### src/rtl/sort4_controller_pkg.sv
// Shared constants for the sort4 controller: element/counter widths and
// the FSM state encoding used by the controller and anything that decodes it.
package sort4_controller_pkg;

    localparam int ELEM_W = 3;
    localparam int CNT_W  = 6;

    localparam logic [1:0] ST_IDLE = 2'd0;
    localparam logic [1:0] ST_RUN  = 2'd1;
    localparam logic [1:0] ST_DONE = 2'd2;

endpackage

### src/rtl/sort4_controller_if.sv
// Host-side bundle of the sort4 controller: request, direction and value
// vector in; working/sorted vector, status and swap count out.
interface sort4_controller_if
    import sort4_controller_pkg::*;
#(
    parameter int N = 4
);

    logic                    start;
    logic                    desc;
    logic [ELEM_W*N-1:0]     din;
    logic [ELEM_W*N-1:0]     dout;
    logic                    busy;
    logic                    done;
    logic [CNT_W-1:0]        swap_count;

    // Host side: issues sort requests and consumes results.
    modport master (
        output start, desc, din,
        input  dout, busy, done, swap_count
    );

    // Sort engine side.
    modport slave (
        input  start, desc, din,
        output dout, busy, done, swap_count
    );

endinterface

### src/rtl/sort4_controller_compare.sv
// 3-bit magnitude comparator: exactly one of greater/equal/smaller is high.
module compare_demo (
    input  logic [2:0] x,
    input  logic [2:0] y,
    output logic       xgy,
    output logic       xey,
    output logic       xsy
);

    assign xgy = (x > y);
    assign xey = (x == y);
    assign xsy = (x < y);

endmodule

### src/rtl/sort4_controller.sv
// Sequential bubble sorter: one compare-and-conditional-swap per cycle on a
// single shared comparator, with early exit after a swap-free pass.
module sort4_controller
    import sort4_controller_pkg::*;
#(
    parameter int N = 4
) (
    input  logic               clk,
    input  logic               rst,
    sort4_controller_if.slave  bus
);

    localparam int                IDX_W     = $clog2(N);
    localparam logic [IDX_W-1:0]  LAST_PASS = IDX_W'(N - 2);

    typedef logic [N-1:0][ELEM_W-1:0] vec_t;

    logic [1:0]        state_q, state_d;
    vec_t              r_q, r_d;
    logic [IDX_W-1:0]  i_q, i_d;
    logic [IDX_W-1:0]  pass_q, pass_d;
    logic              swapped_q, swapped_d;
    logic              mode_q, mode_d;
    logic [CNT_W-1:0]  cnt_q, cnt_d;

    logic [ELEM_W-1:0] x, y;
    logic              xgy, xey, xsy;
    logic              do_swap;
    logic              pass_end;

    // Select the adjacent pair r[i], r[i+1] for the shared comparator.
    always_comb begin
        // NOTE: every combinational output gets a default first so no path leaves it unassigned (no latch).
        x = '0;
        y = '0;
        for (int k = 0; k < N - 1; k++) begin
            if (i_q == IDX_W'(k)) begin
                x = r_q[k];
                y = r_q[k + 1];
            end
        end
    end

    compare_demo u_cmp (
        .x   (x),
        .y   (y),
        .xgy (xgy),
        .xey (xey),
        .xsy (xsy)
    );

    // Equal elements never move, which keeps the sort stable.
    assign do_swap  = (mode_q ? xsy : xgy) & ~xey;
    assign pass_end = (i_q == (LAST_PASS - pass_q));

    // FSM and datapath next-state: load on start, compare/swap in RUN.
    always_comb begin
        state_d   = state_q;
        r_d       = r_q;
        i_d       = i_q;
        pass_d    = pass_q;
        swapped_d = swapped_q;
        mode_d    = mode_q;
        cnt_d     = cnt_q;

        case (state_q)
            ST_IDLE: begin
                if (bus.start) begin
                    r_d       = bus.din;
                    mode_d    = bus.desc;
                    i_d       = '0;
                    pass_d    = '0;
                    swapped_d = 1'b0;
                    cnt_d     = '0;
                    state_d   = ST_RUN;
                end
            end

            ST_RUN: begin
                if (do_swap) begin
                    for (int k = 0; k < N - 1; k++) begin
                        if (i_q == IDX_W'(k)) begin
                            r_d[k]     = y;
                            r_d[k + 1] = x;
                        end
                    end
                    swapped_d = 1'b1;
                    cnt_d     = cnt_q + CNT_W'(1);
                end

                if (pass_end) begin
                    if ((!swapped_q && !do_swap) || (pass_q == LAST_PASS)) begin
                        state_d = ST_DONE;
                    end else begin
                        pass_d    = pass_q + IDX_W'(1);
                        i_d       = '0;
                        swapped_d = 1'b0;
                    end
                end else begin
                    i_d = i_q + IDX_W'(1);
                end
            end

            ST_DONE: state_d = ST_IDLE;

            default: state_d = ST_IDLE;
        endcase
    end

    // State registers with synchronous active-high reset of every register.
    always_ff @(posedge clk) begin
        if (rst) begin
            state_q   <= ST_IDLE;
            r_q       <= '0;
            i_q       <= '0;
            pass_q    <= '0;
            swapped_q <= 1'b0;
            mode_q    <= 1'b0;
            cnt_q     <= '0;
        end else begin
            // NOTE: non-blocking assignments so all registers update from the same pre-edge values.
            state_q   <= state_d;
            r_q       <= r_d;
            i_q       <= i_d;
            pass_q    <= pass_d;
            swapped_q <= swapped_d;
            mode_q    <= mode_d;
            cnt_q     <= cnt_d;
        end
    end

    assign bus.dout       = r_q;
    assign bus.busy       = (state_q == ST_RUN);
    assign bus.done       = (state_q == ST_DONE);
    assign bus.swap_count = cnt_q;

endmodule

### src/flat_wrapper.sv
// flat-port wrapper written by rule: the top's interface ports become plain ports
module sort4_controller_flat import sort4_controller_pkg::*;
#(
    parameter int N = 4
)
  (clk, rst, bus_start, bus_desc, bus_din, bus_dout, bus_busy, bus_done, bus_swap_count);
  sort4_controller_if #(.N(N)) bus_i ();
  input  logic clk;
  input  logic rst;
  input wire logic [$bits(bus_i.start)-1:0] bus_start;
  input wire logic [$bits(bus_i.desc)-1:0] bus_desc;
  input wire logic [$bits(bus_i.din)-1:0] bus_din;
  output wire logic [$bits(bus_i.dout)-1:0] bus_dout;
  output wire logic [$bits(bus_i.busy)-1:0] bus_busy;
  output wire logic [$bits(bus_i.done)-1:0] bus_done;
  output wire logic [$bits(bus_i.swap_count)-1:0] bus_swap_count;
  assign bus_i.start = bus_start;
  assign bus_i.desc = bus_desc;
  assign bus_i.din = bus_din;
  assign bus_dout = bus_i.dout;
  assign bus_busy = bus_i.busy;
  assign bus_done = bus_i.done;
  assign bus_swap_count = bus_i.swap_count;
  sort4_controller #(.N(N)) u_core (.clk(clk), .rst(rst), .bus(bus_i));
endmodule
### config.mk
export PLATFORM = sky130hd
export DESIGN_NAME = sort4_controller_flat
export DESIGN_NICKNAME = d
export VERILOG_FILES = /design/src/rtl/sort4_controller_pkg.sv /design/src/rtl/sort4_controller_if.sv /design/src/rtl/sort4_controller_compare.sv /design/src/rtl/sort4_controller.sv /design/src/flat_wrapper.sv
export SDC_FILE = /design/constraint.sdc
export NUM_CORES = 1
export LEC_CHECK = 0
export CORE_ASPECT_RATIO = 0.5
export CORE_UTILIZATION = 50
export DETAILED_ROUTE_END_ITERATION = 10
export PLACE_DENSITY_LB_ADDON = 0.05
export SETUP_SLACK_MARGIN = 0.1
export SYNTH_ARGS = -nofsm -noshare
export SYNTH_HDL_FRONTEND = slang
export SYNTH_SLANG_ARGS = --single-unit
export TNS_END_PERCENT = 10
### constraint.sdc
create_clock -name clk -period 3.98 [get_ports clk]
set_clock_uncertainty 0.05 [all_clocks]
set_input_delay 0.796 -clock clk [delete_from_list [all_inputs] [get_ports clk]]
set_output_delay 0.796 -clock clk [all_outputs]
set_load 0.005 [all_outputs]
==> out/qor.yml <==
setup_path:
  worstPathRequired_ns: 4.06
  cp.arrival_ns: 3.30
  crit_path_max_incr_delay_ns: 0.45
  path_cells: "inv_1 > ha_1 > nor2b_1 > a21boi_0 > o21ai_0 > ha_1 > nor2b_4 > nor4_1 > nor3_2 > buf_4 > o311ai_1 > or3_1 > a21oi_1"
  crit_path_frequent_cell: "ha_1"
  startpoint_type: "flop"
  cp_slowest_cell: "o311ai_1"
  critical_path_class: "reg -> reg"
  cp_max_fo: 16
  endpoint_kind: "flop"
clock_network:
  cts_sinks: 26
  clkTransAtPathRegs_ns: 0.09
  post_cts_buffers: 0
  cts_tree: "built"
  cts_hold_repair.buffers: 0
  cts_resized: 0
  cts-buffers-inserted: 3
  clk_latency_ns: 0.28
  clock_path_buffers: 2
  cts_htree_levels: 1
  cts-root-buf: "clkbuf_8"
finish:
  drive_gt1_frac: 0.0696
  layout.nets: 255
  fin_util: 0.672
  areaGrowthSynthToFinish_pct: 27.3
  n_antenna_cell: 0
floorplan:
  die_w_um: 82.0
  io_pins: 36
  coreArea_um2: 3030
  initial_core_util: 0.528
  placementRows: 14
  dieArea_um2: 3440
  die_h_um: 42.0
placed_design:
  hpwl_um: 2600
  post-place-ws_ns: 0.830
  finalWeightedCongestion: 0.783
  io_buffers: 35
yosys:
  synth_top_area_frac: 0.326
  syn_nets: 224
  syn_area_um2: 1600
  synth_edf_count: 0
  postSynthCellCount: 200
  ys_async_sr_fraction: 0
  synth_area_leader_cell: "dfxtp_1"
  ys_seq_area_frac: 0.326
  synth_cell_type_count: 43
  synth_area_per_cell_um2: 8.00
  ys_warn_count: 0
  yosys_register_bits: 26
  synthFlopType: "dfxtp_1"
  synthTopCellsByArea: "dfxtp_1 (33%), mux2i_1 (7.5%), nor2_1 (6.8%)"
sta:
  final.setup.tns_ns: 0
  slew_violations: 0
  hold_viol_final: 0
  max_slew_margin: 0.382
  finalSetupViolCount: 0
  grt_setup_unrepaired: "false"
  fin_ws_ns: 0.764
  finalCritPeriodShare: 0.808
  clock.fmax_mhz: 311
  min_period_ns: 3.22
  worst_pin_slew_ns: 0.928
  whs_ns: 0.447
global_routing:
  antenna_found_initial: 0
  grt_max_degree: 25
  grt-ovfl-total: 0
  grt_pass1_vias: 1304
  grt_pass1_wl_um: 6000
  grt_usage: 0.228
route:
  wl_per_cell_um: 13.6
  route.vias.total: 1532
  ant_nets: 0
  drc: 0
  drt_wl_total_um: 3670
  drtIter0Drc: 47
  firstDrtPassIters: 4
  viasPerCell: 5.67
power_and_ir_drop:
  clock_power_share: 0.155
  share_comb_of_total_power: 0.576
  switching_power_w: 0.000616
  pwr_density_cell_nw_per_um2: 709
  p_leak_nw: 0.784
  swShare: 0.426
  peakVddDrop_v: 0.000406
  p_int_w: 0.000828
  p_seq_frac: 0.269
  power_w: 0.00144
hold_path:
  hold_class: "reg -> reg"
status:
  status: "completed"
flow_run:
  drv_cap: 0
[state kept, by name, summed over array words and instances (netlist names)]
name / count
u_core.swapped_q: 1
u_core.i_q: 2
u_core.mode_q: 1
u_core.bus.dout: 12
u_core.bus.swap_count: 6
u_core.state_q: 2
u_core.pass_q: 2
[logic make-up after synthesis]
kind of cell / Yosys count / synth area share
AO/OA/AOI/OAI: 56 / 0.231
XOR/XNOR: 6 / 0.0329
adder cells (fa/ha/maj): 8 / 0.0626
buffers and inverters: 16 / 0.0446
flip-flops: 26 / 0.326
multiplexers: 12 / 0.0751
AND/OR/NAND/NOR: 76 / 0.228
[worst max-delay path: cells and delay by family (launching register included)]
family	cells	cell delay [ns]
buf+inv	2	0.27
compound gates	4	0.77
simple gates	5	0.92
fa+ha+maj	2	0.63
flops	1	0.41
[synth_stat cells, drive strengths merged (2+ instances only)]
| master | count |
|---|---|
| inv | 5 |
| o31ai | 2 |
| mux2i | 12 |
| nand4 | 2 |
| nor4 | 2 |
| xor2 | 6 |
| dfxtp | 26 |
| or3 | 3 |
| a31o | 3 |
| a21boi | 2 |
| nand3 | 2 |
| a22oi | 4 |
| a21oi | 17 |
| buf | 3 |
| nand3b | 5 |
| clkbuf | 8 |
| nor2 | 29 |
| nor2b | 4 |
| o21ai | 13 |
| nand2 | 22 |
| ha | 8 |
| nor3b | 2 |
| a31oi | 6 |
| or2 | 2 |
[metal layers]
layer	vias to the layer above	GRT usage	wire length (um)
met5	-	0	0
met2	44	0.350	1590
met3	4	0.0522	167
li1	773	-	-
met4	0	0.0526	32
met1	711	0.323	1880
[area by class of cell]
| type | count | area (um2) |
|---|---|---|
| fillers | 287 | 995 |
| multi-input cells | 158 | 1010 |
| inverters | 5 | 21.3 |
| repair buffers | 37 | 365 |
| flip-flops and latches | 26 | 520 |
| clock inverters | 1 | 30.0 |
| well taps | 40 | 50.0 |
| clock buffers | 3 | 41.3 |
[per-stage QoR]
step           cells  cell area, um2
6_report         270            2040
4_1_cts          270            2040
3_5_place_dp     266            1960
5_1_grt          270            2040
3_3_place_gp     266            1960
2_1_floorplan    200            1600
[final timing paths]
| kind | start | end | slack, ns | depth (start not counted) |
|---|---|---|---|---|
| worst max register to register | u_core.i_q[1] | u_core.pass_q[0] | 0.76 | 13 |
| worst min-delay path | u_core.bus.swap_count[5] | u_core.bus.swap_count[5] | 0.45 | 2 |
| worst max-delay path | u_core.i_q[1] | u_core.pass_q[0] | 0.76 | 13 |
| worst min register to register | u_core.bus.swap_count[5] | u_core.bus.swap_count[5] | 0.45 | 2 |
[power groups by stage]
stage | combinational (W) | clock [W] | sequential (W)
final | 0.000831 | 0.000224 | 0.000389
after global routing | 0.000920 | 0.000243 | 0.000397
after CTS | 0.000823 | 0.000229 | 0.000388
after detailed placement | 0.000818 | 0 | 0.000393
after global placement | 0.000803 | 0 | 0.000393
after floorplan | 0.000611 | 0 | 0.000378
[layout by cell type, fill, tap and decap left out, types with 2 or more instances in the layout]
cell type        instances
inv_1                    4
buf_4                    2
a21boi_0                 2
a31oi_1                  5
ha_1                     8
nor2_1                  29
nand2_1                 22
nand3_1                  2
nor3b_1                  2
a22oi_1                  4
xor2_1                   6
o21ai_0                 12
nor4_1                   2
clkbuf_8                 3
nand3b_1                 5
mux2i_1                 12
clkdlybuf4s50_1         35
dfxtp_1                 26
a21oi_1                 17
a31o_2                   2
nand4_1                  2
or3_1                    3
nor2b_1                  3
or2_2                    2
Note: power is estimated with default switching activity, not from simulation.
